===== config.mk =====
export PLATFORM = sky130hd
export DESIGN_NAME = mux_sel_pipe
export DESIGN_NICKNAME = d
export VERILOG_FILES = /design/src/rtl/mux_sel_pipe.sv
export SDC_FILE = /design/constraint.sdc
export NUM_CORES = 1
export LEC_CHECK = 0
export ABC_AREA = 0
export ABC_CLOCK_PERIOD_IN_PS = 2200
export CAP_MARGIN = 5
export CORE_UTILIZATION = 35
export CTS_BUF_LIST = sky130_fd_sc_hd__clkbuf_8
export DETAILED_ROUTE_END_ITERATION = 6
export HOLD_SLACK_MARGIN = 0.05
export PLACE_DENSITY_LB_ADDON = 0.15
export SLEW_MARGIN = 40
export SYNTH_ARGS = -nofsm -noshare
export SYNTH_HDL_FRONTEND = slang
export SYNTH_SLANG_ARGS = --single-unit

===== constraint.sdc =====
create_clock -name CLK -period 2.2 [get_ports CLK]
set_input_delay 0.44 -clock CLK [delete_from_list [all_inputs] [get_ports CLK]]
set_output_delay 0.44 -clock CLK [all_outputs]
set_load 0.1 [all_outputs]

===== src/rtl/mux_sel_pipe.sv =====
// mux_sel_pipe: registered N:1 channel selector with manual/scan capture.
// Optional MUX_SEL_ERR_CNT_EN builds the saturating out-of-range counter.
//
// Ports:
//   CLK, RST_N                 clock, async active-low reset
//   inp_flat                   channel k at [k*WIDTH +: WIDTH]
//   sel_in/req_valid/req_ready manual select request handshake
//   scan_en                    auto-scan enable (overrides manual)
//   out/out_sel/sel_err        registered selection result
//   out_valid/out_ready        output handshake
//   err_cnt                    out-of-range capture count (0 if disabled)
module mux_sel_pipe #(
    parameter int NUM_INP = 31,
    parameter int WIDTH   = 2,
    parameter int SEL_W   = 5
) (
    input  logic                     CLK,
    input  logic                     RST_N,
    input  logic [NUM_INP*WIDTH-1:0] inp_flat,
    input  logic [SEL_W-1:0]         sel_in,
    input  logic                     req_valid,
    output logic                     req_ready,
    input  logic                     scan_en,
    output logic [WIDTH-1:0]         out,
    output logic [SEL_W-1:0]         out_sel,
    output logic                     out_valid,
    input  logic                     out_ready,
    output logic                     sel_err,
    output logic [7:0]               err_cnt
);

    typedef enum logic [1:0] {
        IDLE,
        MANUAL,
        SCAN
    } state_t;

    state_t state_q, state_d;

    logic [SEL_W-1:0] cnt_q, cnt_d;
    logic [WIDTH-1:0] out_q, out_d;
    logic [SEL_W-1:0] out_sel_q, out_sel_d;
    logic             out_valid_q, out_valid_d;
    logic             sel_err_q, sel_err_d;

    logic             slot_free;
    logic             cap;
    logic [SEL_W-1:0] idx;
    logic [WIDTH-1:0] sel_data;
    logic             idx_err;

    // Control: IDLE only decodes, so it accepts requests just like MANUAL.
    always_comb begin
        slot_free = !out_valid_q || out_ready;
        state_d   = state_q;
        cnt_d     = cnt_q;
        req_ready = 1'b0;
        cap       = 1'b0;
        idx       = sel_in;
        unique case (state_q)
            IDLE: begin
                req_ready = slot_free && !scan_en;
                cap       = req_valid && req_ready;
                if (scan_en)        state_d = SCAN;
                else if (req_valid) state_d = MANUAL;
            end
            MANUAL: begin
                req_ready = slot_free && !scan_en;
                cap       = req_valid && req_ready;
                if (scan_en)         state_d = SCAN;
                else if (!req_valid) state_d = IDLE;
            end
            SCAN: begin
                if (scan_en) begin
                    idx = cnt_q;
                    cap = slot_free;
                    if (cap) begin
                        if (cnt_q == SEL_W'(NUM_INP - 1)) cnt_d = '0;
                        else                              cnt_d = cnt_q + 1'b1;
                    end
                end else begin
                    state_d = IDLE;
                    cnt_d   = '0;
                end
            end
            default: begin
                state_d = IDLE;
                cnt_d   = '0;
            end
        endcase
    end

    // Channel mux; only legal indices are decoded, others give zero.
    always_comb begin
        sel_data = '0;
        for (int k = 0; k < NUM_INP; k++) begin
            if (idx == SEL_W'(k)) sel_data = inp_flat[k*WIDTH +: WIDTH];
        end
        idx_err = (32'(idx) >= 32'(NUM_INP));
    end

    always_comb begin
        out_d       = out_q;
        out_sel_d   = out_sel_q;
        sel_err_d   = sel_err_q;
        out_valid_d = out_valid_q;
        if (cap) begin
            out_d       = idx_err ? '0 : sel_data;
            out_sel_d   = idx;
            sel_err_d   = idx_err;
            out_valid_d = 1'b1;
        end else if (out_ready) begin
            out_valid_d = 1'b0;
        end
    end

    always_ff @(posedge CLK or negedge RST_N) begin
        if (!RST_N) begin
            state_q     <= IDLE;
            cnt_q       <= '0;
            out_q       <= '0;
            out_sel_q   <= '0;
            sel_err_q   <= 1'b0;
            out_valid_q <= 1'b0;
        end else begin
            state_q     <= state_d;
            cnt_q       <= cnt_d;
            out_q       <= out_d;
            out_sel_q   <= out_sel_d;
            sel_err_q   <= sel_err_d;
            out_valid_q <= out_valid_d;
        end
    end

`ifdef MUX_SEL_ERR_CNT_EN
    logic [7:0] err_cnt_q, err_cnt_d;

    always_comb begin
        err_cnt_d = err_cnt_q;
        if (cap && idx_err && err_cnt_q != 8'hFF) err_cnt_d = err_cnt_q + 8'd1;
    end

    always_ff @(posedge CLK or negedge RST_N) begin
        if (!RST_N) err_cnt_q <= '0;
        else        err_cnt_q <= err_cnt_d;
    end

    assign err_cnt = err_cnt_q;
`else
    assign err_cnt = 8'd0;
`endif

    assign out       = out_q;
    assign out_sel   = out_sel_q;
    assign sel_err   = sel_err_q;
    assign out_valid = out_valid_q;

endmodule


## After elaboration in Yosys (flattened, before gate mapping)

Index checks and enable logic that the tools add are counted.

- Add/sub/neg operators: 1
- Magnitude comparators: 1
- Eq/ne operators: 37
- Mux-type cells: 49
- Bitwise operators: 1
- Reductions and logical operators: 11

Operator list:

| cell | number |
|---|---|
| equality test 5 bit (second input constant) | 16 |
| 2-to-1 mux 2 bit | 37 |
| equality test 5 x 4 -> 1 bit (second input constant) | 8 |
| 2-to-1 mux 5 bit | 5 |
| equality test 5 x 3 -> 1 bit (second input constant) | 4 |
| equality test 5 x 2 -> 1 bit (second input constant) | 2 |
| one-hot mux 5 bit (2 select lines) | 1 |
| inequality test 3 bit (second input constant) | 3 |
| one-hot mux 2 bit (3 select lines) | 1 |
| adder 5 x 1 -> 5 bit (second input constant) | 1 |
| equality test 5 x 1 -> 1 bit (second input constant) | 1 |
| greater-or-equal comparator 5 bit (second input constant) | 1 |
| logical NOT 5 bit | 1 |
| 2-to-1 mux 1 bit | 4 |
| AND reduction 3 bit | 1 |
| equality test 2 x 1 -> 1 bit (second input constant) | 1 |
| equality test 2 bit (second input constant) | 1 |
| logical AND 1 bit | 2 |
| logical NOT 1 bit | 2 |
| logical NOT 2 bit | 1 |
| inequality test 2 bit (second input constant) | 1 |
| one-hot mux 1 bit (2 select lines) | 1 |
| AND reduction 2 bit | 1 |
| nonzero test 2 bit | 1 |
| other kinds (3) | 3 |

- Flip-flop bits (word level): 16
- Bits of input ports: 72
- Output and inout bits: 18
- Logic and storage cells: 106

## Logic depth before layout (Yosys ltp)

- Depth after elaboration: 35
- Mapped depth: 9
- Gate-level depth less buffers: 7

## Worst setup path before layout

Ideal clock, no wire load.

- Path kind: register to output
- Start: register out_valid_q (netlist: out_valid)
- End: output req_ready
- Arrival: 3.252 ns
- Data required time: 1.760 ns
- Slack: -1.492 ns
- Stages on the path, launching flop included: 3
- Path buffers: 0
- Cell sequence: dfrtp_1 nand2b_1 nor3b_1

- Word-level cells in the longest chain between the ends: 4

Ends and longest elaborated chain:

| item | RTL line | source |
|---|---|---|
| from (decl) | 43 | `logic out_valid_q, out_valid_d;` |
| from (signal assigned) | 131 | `out_valid_q <= out_valid_d;` |
| logical NOT 1 bit | 54 | `slot_free = !out_valid_q \|\| out_ready;` |
| logical OR 1 bit | 54 |  |
| logical AND 1 bit | 62, 68 |  |
| 2-to-1 mux 1 bit | - |  |
| to (decl) | 22 | `output logic req_ready,` |

Every way passes these cells.

## Worst setup path after layout

- Start: register state_q[0]
- End: register out_q[1] (netlist: out[1])

- Word-level cells in the longest chain between the ends: 35

Ends and longest elaborated chain:

| item | RTL line | source |
|---|---|---|
| from (decl) | 38 | `state_t state_q, state_d;` |
| from (signal assigned) | 126 | `state_q <= state_d;` |
| equality test 2 bit | 60 | `unique case (state_q)` |
| 2-to-1 mux 5 bit | 60 |  |
| logical NOT 5 bit | 97 | `if (idx == SEL_W'(k)) sel_data = inp_flat[k*WIDTH +: WIDTH];` |
| 2-to-1 mux 2 bit (31 in series) | 97 |  |
| 2-to-1 mux 2 bit | 108 | `out_d = idx_err ? '0 : sel_data;` |
| to (signal assigned) | 128 | `out_q <= out_d;` |
| to (decl) | 41 | `logic [WIDTH-1:0] out_q, out_d;` |

Several ways; a longest one is shown, not always the timed one.
A chain may end at the register's enable or synchronous reset.

==> results.toml <==
[outcome]
status = "finished, violations left"
violations = "setup timing"

[placement]
place_ws_ns = -0.647
dp_hpwl_um = 6030
port_buffers = 81
dp_cells = 452
gp_congestion = 0.935

[route]
num_vias = 2605
wire_per_inst_um = 16.6
route.detailed.drc = 0
drtAntennaViolNets = 0
drtIter0Drc = 198
drtPass1Iterations = 5
post_drt_via_cell_ratio = 5.59
wl_um = 7730

[finish]
final_net_count = 471
final_util_pct = 65.7
diodes = 0
drive_above_1_share_pct = 31.3
syn_to_final_growth_pct = 75.7
final_cell_count_no_fill = 466

[power]
cellPowerDensity_nw_per_um2 = 471
leakage_uw = 0.00148
power_switching_uw = 743
power.internal_uw = 887
switching_share_pct = 45.6
vdd_drop_max_uv = 363
p_clk_share_pct = 16.8
p_comb_share_pct = 60.9
pwr-share-seq_pct = 22.3

[critical_path]
r2r-start = "state_q[0]"
reg2reg_slack_ns = -0.05
cp.arrival_ns = 2.40
path_class = "reg -> reg"
cp_max_fo = 6
crit_path_end_kind = "flip-flop"
ff2ff_path_depth = 8
r2r-end = "out[1]"
crit_path_start_kind = "flip-flop"
cp.required_ns = 2.34

[synthesis]
synth-adder-area-share_pct = 1.27
ys_ff_latch = 16
yosys_warnings = 0
synth-simple-area-share_pct = 26.0
synth_mux_area_share_pct = 15.7
syn_area_sq_um = 1970
synth_edf_count = 0
synth.top_cell.area_share_pct = 20.3
synth_cell_types = 52
ys.flop_type = "dfrtp_1"
yosysTopAreaCell = "dfrtp_1"
synth_top_family_by_area = "compound AO/OA/AOI/OAI gates"
synth_xor_area_share_pct = 0
synth.area.top_cells = "dfrtp_1 (20%), o21ai_0 (8.4%), mux2i_1 (7.1%)"
synthArstFlopShare_pct = 100
synth_cells = 258
avgSynthCellArea_sq_um = 7.63
synth_compound_area_share_pct = 28.2
seq_area_frac_synth_pct = 20.3

[clock_tree]
cts_tree = "yes"
insertion_delay_ns = 0.25
htreeDepth = 1
clkSlewWorstSetupHoldPaths_ns = 0.07
cts_made_buffers = 3
clock-sinks = 16
cts_max_path_buffers = 2
root_buffer = "clkbuf_8"

[hold_path]
hold_depth = 2
hold_path_class = "in -> reg"
min_to = "state_q[1]"
hp-start = "scan_en"

[floorplan]
io_pins = 90
die_h_um = 77.0
die_w_um = 77.0
rows = 26
dieArea_sq_um = 5930
coreArea_sq_um = 5270
start_util_pct = 37.4

[global_route]
grt-busiest-layer = "met2"
use_met2_pct = 43.0
gr-total-overflow = 0
use_met3_pct = 4.17
use_met1_pct = 31.5
antenna_found_initial = 0
grtUsageTotal_pct = 25.1
grt_max_degree = 15
grt_pass1_wl_um = 11800
grt_pass1_vias = 2513

[sta]
fmax_mhz = 443
final_hold_viol_count = 0
rsz0062_at_grt = "yes"
max_slew.worst_pin.slew_ns = 0.504
slew_headroom_pct = 65.4
finalSetupViolCount = 2
worst_slack_ns = -0.0548
min_period_ns = 2.25
clock_skew_ns = 0.00449
slew_violations = 0
tns_ns = -0.0969
finalCritPeriodShare_pct = 102

[run]
drv_cap = 0
-- metal layers --
metal  share of wire, %  wire (um)
met5                  0          0
met4                2.4        187
met3                7.6        587
met2                 48       3700
met1                 42       3250
-- synth_stat cells, drive strengths merged, types with 2 or more instances --
library cell	n
a21oi	10
a221o	2
a221oi	4
a222oi	3
a22oi	3
buf	15
clkbuf	9
dfrtp	16
ha	2
inv	5
mux2	11
mux2i	17
nand2	26
nand2b	7
nand3	18
nand3b	8
nand4b	2
nor2	17
nor2b	2
nor3	6
nor3b	3
o211ai	4
o21ai	37
o221ai	2
o22ai	5
o31ai	4
-- metrics by stage --
step                      total power [uW]  hold WS [ns]  cell area (sq um)
final                                 1630         0.459               3460
after global routing                  1700         0.484               3460
after CTS                             1580         0.488               3320
after detailed placement              1290         0.472               3200
after global placement                1280         0.461               3200
after floorplan                        933         0.144               2010
-- timing repair --
| item | in CTS | in global routing |
|---|---|---|
| cloned | 1 | 1 |
| resized for setup | 13 | 28 |
| setup endpoints to repair | 2 | 2 |
| setup buffers | 2 | 6 |
| pin swaps | 4 | 7 |
| hold buffers | 0 | 0 |
-- cell families (layout without fill, tap and decap cells) --
logic type | count (synthesis) | after routing
flops | 16 | 16
fa+ha+maj | 2 | 2
simple gates | 97 | 98
buf+inv | 29 | 158
compound gates | 85 | 85
mux | 28 | 29
other cells | 1 | 8
-- power by group through the flow --
stage | sequential, uW | clock (uW) | combinational [uW]
floorplan | 602 | 0 | 331
global placement | 365 | 0 | 916
detailed placement | 368 | 0 | 925
CTS | 364 | 275 | 943
global route | 371 | 287 | 1040
finish | 364 | 274 | 993
-- how the worst max path moves through the flow --
stage               endpoint       start
finish                out[1]  state_q[0]
global route          out[0]  state_q[0]
CTS                   out[0]  state_q[0]
detailed placement    out[1]     scan_en
global placement      out[1]     scan_en
floorplan             out[0]  state_q[1]
-- area by class of cell --
cell class	count	area (sq um)
fillers	476	1810
multi-input cells	222	1570
repair buffers	149	1330
flip-flops and latches	16	404
well taps	70	87.6
clock buffers	4	55.1
inverters	5	18.8
-- registers in the layout, indices dropped and copies added (netlist names) --
signal,flops
out_valid,1
out,2
out_sel,5
state_q,2
cnt_q,5
sel_err,1
-- worst max-delay path, stage by stage, from the launching register on --
cell and delay [ns]:
dfrtp_2 0.44, and3b_2 0.31, buf_4 0.18, mux2_2 0.37, nor3_2 0.14, a221oi_1 0.07, a222oi_1 0.36, o21ba_4 0.23
o21ai_2 0.05
-- cells in the final DEF, fill, tap and decap left out, types with 4 or more instances in the layout --
master / count
inv_1: 5
a21oi_1: 8
conb_1: 8
o22ai_1: 5
buf_6: 5
nand3_1: 18
nand2b_1: 7
mux2_4: 4
mux2_2: 8
dfrtp_1: 13
nor2_1: 14
nor3_1: 4
clkdlybuf4s50_1: 65
nand3b_1: 7
o31ai_1: 4
o21ai_0: 29
mux2i_1: 12
o211ai_1: 4
o21ai_1: 5
clkbuf_8: 4
nand2_1: 26
buf_4: 72
(Power assumes the default switching activity.)
